==> config.mk <==
export PLATFORM = sky130hd
export DESIGN_NAME = inst_queue
export DESIGN_NICKNAME = d
export VERILOG_FILES = /design/src/rtl/inst_queue.sv
export SDC_FILE = /design/constraint.sdc
export NUM_CORES = 1
export LEC_CHECK = 0
export ABC_AREA = 1
export BUFFER_PORTS_ARGS = -buffer_cell sky130_fd_sc_hd__buf_2
export CAP_MARGIN = 20
export CORE_ASPECT_RATIO = 1.5
export CORE_MARGIN = 10
export CORE_UTILIZATION = 30
export CTS_BUF_LIST = sky130_fd_sc_hd__clkbuf_8 sky130_fd_sc_hd__clkbuf_16
export CTS_CLUSTER_DIAMETER = 50
export DETAILED_ROUTE_END_ITERATION = 16
export GPL_TIMING_DRIVEN = 0
export MAX_ROUTING_LAYER = met4
export PLACE_DENSITY_LB_ADDON = 0.3
export SLEW_MARGIN = 20
export SYNTH_ARGS = -nofsm -noshare
export SYNTH_HDL_FRONTEND = slang
export SYNTH_SLANG_ARGS = --single-unit
==> constraint.sdc <==
create_clock -name clk -period 5.1 [get_ports clk]
set_clock_uncertainty 0.15 [all_clocks]
set_input_delay 0.765 -clock clk [delete_from_list [all_inputs] [get_ports clk]]
set_output_delay 0.765 -clock clk [all_outputs]
set_load 0.01 [all_outputs]
==> src/rtl/inst_queue.sv <==
// Instruction queue: issues sequential fetches to the I-cache (one outstanding)
// and buffers returned {inst, pc} pairs in a circular FIFO for the decoder.
module inst_queue #(
  parameter int unsigned DEPTH = 16
) (
  input  logic        clk,
  input  logic        rst_n,
  input  logic        rdy,
  output logic        IC_S,
  output logic [31:0] IC_pc,
  input  logic        IC_Success,
  input  logic [31:0] IC_Inst,
  output logic        IQ_S,
  output logic [31:0] IQ_Inst,
  output logic [31:0] IQ_pc,
  input  logic        IQ_Success,
  input  logic        ROB_Clear,
  input  logic [31:0] ROB_NewPc
);

  localparam int unsigned AW = $clog2(DEPTH);
  localparam logic [AW:0] FULL_CNT = (AW+1)'(DEPTH);

  typedef enum logic [1:0] {IDLE, WAIT, DRAIN} state_t;

  state_t        state, state_nx;
  logic [AW-1:0] head, tail;
  logic [AW:0]   count;
  logic [31:0]   fpc, fpc_nx;
  logic          ic_s_nx;
  logic [31:0]   ic_pc_nx;
  logic          push, pop;

  logic [31:0]   mem_inst [DEPTH];
  logic [31:0]   mem_pc   [DEPTH];

  assign IQ_S    = (count != '0) && !ROB_Clear;
  assign IQ_Inst = IQ_S ? mem_inst[head] : '0;
  assign IQ_pc   = IQ_S ? mem_pc[head]   : '0;

  always_comb begin
    state_nx = state;
    ic_s_nx  = IC_S;
    ic_pc_nx = IC_pc;
    fpc_nx   = fpc;
    push     = 1'b0;
    pop      = IQ_S && IQ_Success;
    case (state)
      IDLE: begin
        if (!ROB_Clear && (count < FULL_CNT)) begin
          state_nx = WAIT;
          ic_s_nx  = 1'b1;
          ic_pc_nx = fpc;
        end
      end
      WAIT: begin
        // A response landing in the clear cycle is dropped; nothing left to drain.
        if (ROB_Clear) begin
          ic_s_nx  = 1'b0;
          state_nx = IC_Success ? IDLE : DRAIN;
        end else if (IC_Success) begin
          push     = 1'b1;
          fpc_nx   = fpc + 32'd4;
          ic_s_nx  = 1'b0;
          state_nx = IDLE;
        end
      end
      DRAIN: begin
        if (IC_Success) state_nx = IDLE;
      end
      default: state_nx = IDLE;
    endcase
    if (ROB_Clear) fpc_nx = ROB_NewPc;
  end

  always_ff @(posedge clk or negedge rst_n) begin
    if (!rst_n) begin
      state <= IDLE;
      IC_S  <= 1'b0;
      IC_pc <= '0;
      fpc   <= '0;
      head  <= '0;
      tail  <= '0;
      count <= '0;
    end else if (rdy) begin
      state <= state_nx;
      IC_S  <= ic_s_nx;
      IC_pc <= ic_pc_nx;
      fpc   <= fpc_nx;
      if (ROB_Clear) begin
        head  <= '0;
        tail  <= '0;
        count <= '0;
      end else begin
        if (push) tail <= tail + 1'b1;
        if (pop)  head <= head + 1'b1;
        case ({push, pop})
          2'b10:   count <= count + 1'b1;
          2'b01:   count <= count - 1'b1;
          default: count <= count;
        endcase
      end
    end
  end

  always_ff @(posedge clk) begin
    if (rdy && push) begin
      mem_inst[tail] <= IC_Inst;
      mem_pc[tail]   <= IC_pc;
    end
  end

endmodule

=== After elaboration in Yosys (flattened, before gate mapping) ===
Memory sizes are Yosys's and may differ from the RTL's.
Index checks and enable logic that the tools add are counted.

* Register bits: 80
* Output and inout port bits: 98
* Memories kept: 2
* Word-level logic and storage cells: 66
* RAM bits: 1024
* Input bits: 70

{| class="wikitable"
|+ Memory list
! memory !! words !! width !! rd ports !! clocked after Yosys merged registers in !! wr ports !! RTL line !! source
|-
| mem_inst || 16 || 32 || 1 || 0 || 1 || 34 || <nowiki>logic [31:0] mem_inst [DEPTH];</nowiki>
|-
| mem_pc || 16 || 32 || 1 || 0 || 1 || 35 || <nowiki>logic [31:0] mem_pc [DEPTH];</nowiki>
|}

* Reductions and logical operators: 20
* Muxes and demuxes: 25
* Equal/unequal tests: 6
* Order comparisons: 1
* Add/subtract/negate cells: 5

{| class="wikitable"
|+ Operators by type and width
! operator !! number
|-
| $mux W32 || 5
|-
| $add A32 B3 Y32 const B || 1
|-
| $mux W4 || 4
|-
| $pmux W5 S2 || 1
|-
| $reduce_bool A2 Y1 || 5
|-
| $add A4 B1 Y4 const B || 2
|-
| $mux W1 || 8
|-
| $mux W2 || 4
|-
| $reduce_and A2 Y1 || 4
|-
| $pmux W2 S3 || 1
|-
| $reduce_and A3 Y1 || 2
|-
| $add A5 B1 Y5 const B || 1
|-
| $lt A5 B5 Y1 const B || 1
|-
| $mux W5 || 1
|-
| $reduce_bool A5 Y1 || 1
|-
| $sub A5 B1 Y5 const B || 1
|-
| $eq A2 B1 Y1 const B || 2
|-
| $eq A2 B2 Y1 const B || 2
|-
| $logic_and A1 B1 Y1 || 4
|-
| $reduce_and A4 Y1 || 1
|-
| $ne A3 B3 Y1 const B || 1
|-
| $reduce_bool A3 Y1 || 1
|-
| $logic_not A2 Y1 || 1
|-
| $ne A2 B2 Y1 const B || 1
|-
| 2 further kinds || 2
|}

=== Depth between registers and ports, before layout ===
* Word-level depth: 6
* Depth in mapped cells: 14
* Mapped depth without buffers: 14

=== Worst setup path before layout ===
Ideal clock, no wire load.

* Path type: input to register
* From: input IC_Success
* To: memory mem_inst[0][0], enable pin
* Cell stages on the path: 6
* Path slack: 324 ps
* Buffers on the path: 0
* Arrival time: 4139 ps
* Setup time: 486 ps
* Cell sequence: inv_1 -> nor3_1 -> inv_1 -> nor2_1 -> nand2_1 -> nor2_1

* Word-level cells in the longest chain between the ends: 6

{| class="wikitable"
|+ RTL lines
! what !! RTL line !! source
|-
| from (decl) || 11 || <nowiki>input logic IC_Success,</nowiki>
|-
| $mux W1 || 61 || <nowiki>end else if (IC_Success) begin</nowiki>
|-
| $mux W1 || 58 || <nowiki>if (ROB_Clear) begin</nowiki>
|-
| $mux W1 || 48 || <nowiki>case (state)</nowiki>
|-
| $logic_and A1 B1 Y1 || 107 || <nowiki>if (rdy && push) begin</nowiki>
|-
| $mux W1 || 107 ||
|-
| $mux W1 (implied by the code) || 108 || <nowiki>mem_inst[tail] <= IC_Inst;</nowiki>
|-
| to (decl) || 34 ||
|}

Every way passes these cells.

=== Worst setup path after layout ===
* From: register head[2]
* To: output IQ_Inst[29]

* Word-level cells in the longest chain between the ends: 2

{| class="wikitable"
|+ RTL lines
! what !! RTL line !! source
|-
| from (decl) || 27 || <nowiki>logic [AW-1:0] head, tail;</nowiki>
|-
| from (signal assigned) || 96 || <nowiki>if (pop) head <= head + 1'b1;</nowiki>
|-
| $mem_v2 Z16 W32 || n/a ||
|-
| $mux W32 || 38 || <nowiki>assign IQ_Inst = IQ_S ? mem_inst[head] : '0;</nowiki>
|-
| to (decl) || 14 || <nowiki>output logic [31:0] IQ_Inst,</nowiki>
|}

Every way passes these cells.

==> results.py <==
metrics = {
    "global_routing": {
        "grt_pass1_vias": 30300,
        "gr-total-overflow": 0,
        "grtUsageMet2": 0.3373,
        "antenna_found_initial": 10,
        "grt_max_degree": 43,
        "met3_usage": 0.02704,
        "met1_usage": 0.2333,
        "grt.busiest_layer": "met2",
        "grt.total_usage": 0.1967,
        "grt_pass1_wl_um": 224900,
    },
    "layout": {
        "fill_cells": 13990,
        "fin_util": 0.3583,
        "syn_to_final_growth_pct": 19.06,
        "design_area_um2": 52360,
        "drive_gt1_frac": 0.1384,
        "finalNetCount": 3735,
    },
    "cts": {
        "post_cts_resized": 0,
        "clk_latency_ns": 0.73,
        "cts-htree-levels": 3,
        "clk_pin_slew_ns": 0.06,
        "clkSinkCount": 1104,
        "cts_inserted_buffers": 105,
        "cts_tree": "done",
        "hold_buffers": 1,
        "clockRootBuffer": "clkbuf_16",
        "cts.path.max_buffers": 3,
        "cts_setup_buffers": 0,
    },
    "worst_setup_path": {
        "cp-end-kind": "primary output",
        "reg2reg_slack_ns": 1.61,
        "r2r_cells": 10,
        "path_class": "register to primary output",
        "start_kind": "register",
        "worstPathRequired_ns": 4.18,
        "crit_arrival_ns": 3.84,
        "r2r-start": "state[1]$_DFFE_PN0P_",
        "rr_endpoint": "mem_pc[8][1]$_DFFE_PP_",
        "cp_max_fo": 10,
    },
    "sta": {
        "whs_ns": 0.1046,
        "fin_ws_ns": 0.3425,
        "grt_setup_unrepaired": "false",
        "setup_viol": 0,
        "fin_crit_sh": 0.9328,
        "finalHoldViolCount": 0,
        "timing.fmax_ghz": 0.2102,
        "slew_violations": 0,
        "min_period_ns": 4.758,
        "slew_headroom": 0.1818,
        "setup_tns_ns": 0,
        "worstMarginPinSlew_ns": 1.227,
    },
    "floorplan": {
        "ios": 168,
        "start_util": 0.3009,
        "core_area_um2": 146100,
        "fp-row-count": 172,
        "die_h_um": 488.9,
        "dieArea_um2": 162600,
        "die_w_um": 332.6,
    },
    "drt": {
        "wl_per_cell_um": 28.31,
        "drt_iter0_drc": 3490,
        "totalWireLength_um": 160200,
        "ant_nets": 0,
        "dr_total_vias": 30350,
        "drc": 0,
        "first_pass_iters": 6,
        "post_drt_via_cell_ratio": 5.363,
    },
    "synth": {
        "synth_nets": 3391,
        "synthCells": 3313,
        "ys_types": 38,
        "netlist_area_um2": 43970,
        "ys_seq_area_frac": 0.7448,
        "synth_edf_count": 1024,
        "avgSynthCellArea_um2": 13.27,
        "synth_ff_type": "edfxtp_1",
        "ys_seq_elements": 1104,
        "yosys_warnings": 0,
        "ys_async_sr_fraction": 0.07246,
    },
    "power": {
        "irDropWorstVdd_mv": 0.2667,
        "p_per_area_nw_per_um2": 473.6,
        "leakage_nw": 17.28,
    },
    "min_path": {
        "hp-class": "input pin to register",
        "hold_path_depth": 3,
        "min_to": "fpc[1]$_DFFE_PN0P_",
        "hp-start": "ROB_NewPc[1]",
    },
    "place": {
        "place_ws_ns": 0.9448,
        "place.port_buffers": 167,
        "hpwl_um": 110800,
        "gp_congestion": 0.8781,
        "placed_area_um2": 48990,
    },
    "job": {
        "drv_cap": 0,
    },
    "outcome": {
        "outcome": "finished clean",
    },
}
[metal layers]
layer	vias to the layer above	part of all wire	routed length, um
li1	13250	-	-
met1	15450	0.39	63010
met2	1359	0.50	80850
met3	292	0.064	10280
met4	0	0.038	6066
met5	-	0	0
[power by group]
group,leakage [nW],switching (mW),internal (mW),total [mW]
registers,10.3,0.908,10.8,11.7
clock network,1.71,3.52,4.19,7.72
logic,5.29,4.00,1.41,5.42
total,17.3,8.43,16.4,24.8
[stage by stage]
step | std cells | power, mW
3_3_place_gp | 5394 | 17.19
4_1_cts | 5656 | 24.87
2_1_floorplan | 3313 | 14.21
3_5_place_dp | 5463 | 17.26
6_report | 5660 | 24.80
5_1_grt | 5660 | 25.67
[kinds of logic after synthesis]
group,count (synthesis),share of synthesized area
buffers and inverters,315,0.03278
adder cells (fa/ha/maj),8,0.002276
AND/OR/NAND/NOR,837,0.07682
flip-flops,1104,0.7448
XOR/XNOR,12,0.002390
AO/OA/AOI/OAI,1037,0.1409
[worst max-delay path by stage]
stage | to | slack [ns] | start
floorplan | mem_inst[0][0]$_DFFE_PP_ | 0.32 | IC_Success
global placement | mem_inst[8][6]$_DFFE_PP_ | -4.28 | rdy
detailed placement | IQ_pc[28] | 0.94 | ROB_Clear
CTS | IQ_Inst[29] | 0.38 | head[2]$_DFFE_PN0P_
global route | IQ_pc[29] | 0.28 | head[2]$_DFFE_PN0P_
finish | IQ_Inst[29] | 0.34 | head[2]$_DFFE_PN0P_
[registers in the layout, indices dropped and copies added (netlist names)]
signal    count
mem_inst    512
mem_pc      512
IC_pc        32
fpc          32
count         5
head          4
tail          4
state         2
IC_S          1
[synth_stat cells (7+ instances only)]
| cell | n | area share |
|---|---|---|
| clkbuf_1 | 139 | 0.012 |
| nor3_1 | 12 | 0.0014 |
| buf_4 | 33 | 0.0056 |
| o21ai_1 | 34 | 0.0039 |
| nand4_1 | 7 | 0.0010 |
| o221ai_1 | 173 | 0.034 |
| o21ai_0 | 564 | 0.064 |
| inv_1 | 72 | 0.0061 |
| nand3_1 | 80 | 0.0091 |
| edfxtp_1 | 1024 | 0.70 |
| ha_1 | 8 | 0.0023 |
| buf_2 | 48 | 0.0055 |
| xor2_1 | 12 | 0.0024 |
| o211ai_1 | 87 | 0.015 |
| o22ai_1 | 98 | 0.014 |
| nor2_1 | 584 | 0.050 |
| buf_6 | 9 | 0.0023 |
| a21oi_1 | 74 | 0.0084 |
| nand2_1 | 130 | 0.011 |
| dfrtp_1 | 80 | 0.046 |
[cell type report]
| class | instances | area [um^2] | share of cell area |
|---|---|---|---|
| clock buffer | 109 | 2694 | 0.05145 |
| clock inverter | 83 | 649.4 | 0.01240 |
| inverter | 76 | 285.3 | 0.005449 |
| multi-input combinational | 1894 | 9901 | 0.1891 |
| antenna | 4 | 10.01 | 0.0001912 |
| sequential | 1104 | 32750 | 0.6255 |
| tap | 1914 | 2395 | 0.04574 |
| timing repair buffer | 237 | 2512 | 0.04799 |
| buffer | 239 | 1159 | 0.02213 |
[worst max-delay path, stage by stage, from the launching register on]
cell,delay [ns]
dfrtp_1,0.32
buf_2,0.30
buf_2,0.49
clkbuf_1,0.83
o221ai_1,0.33
nand3_1,0.33
a21oi_1,0.25
buf_2,0.24
[placed cells by master (no fill, tap or decap), types with 19 or more instances in the layout]
cell | synthesis | layout
o211ai_1 | 87 | 87
clkbuf_16 | 0 | 106
buf_2 | 48 | 214
nand2_1 | 130 | 130
a21oi_1 | 74 | 74
buf_4 | 33 | 34
nor2_4 | 3 | 19
clkinv_1 | 0 | 25
buf_16 | 0 | 40
clkbuf_1 | 139 | 137
nor2_1 | 584 | 568
o221ai_1 | 173 | 173
o21ai_0 | 564 | 564
buf_12 | 0 | 27
o22ai_1 | 98 | 98
inv_1 | 72 | 92
o21ai_1 | 34 | 34
edfxtp_1 | 1024 | 1024
nand3_1 | 80 | 80
dfrtp_1 | 80 | 80
Note: power is estimated with default switching activity, not from simulation.
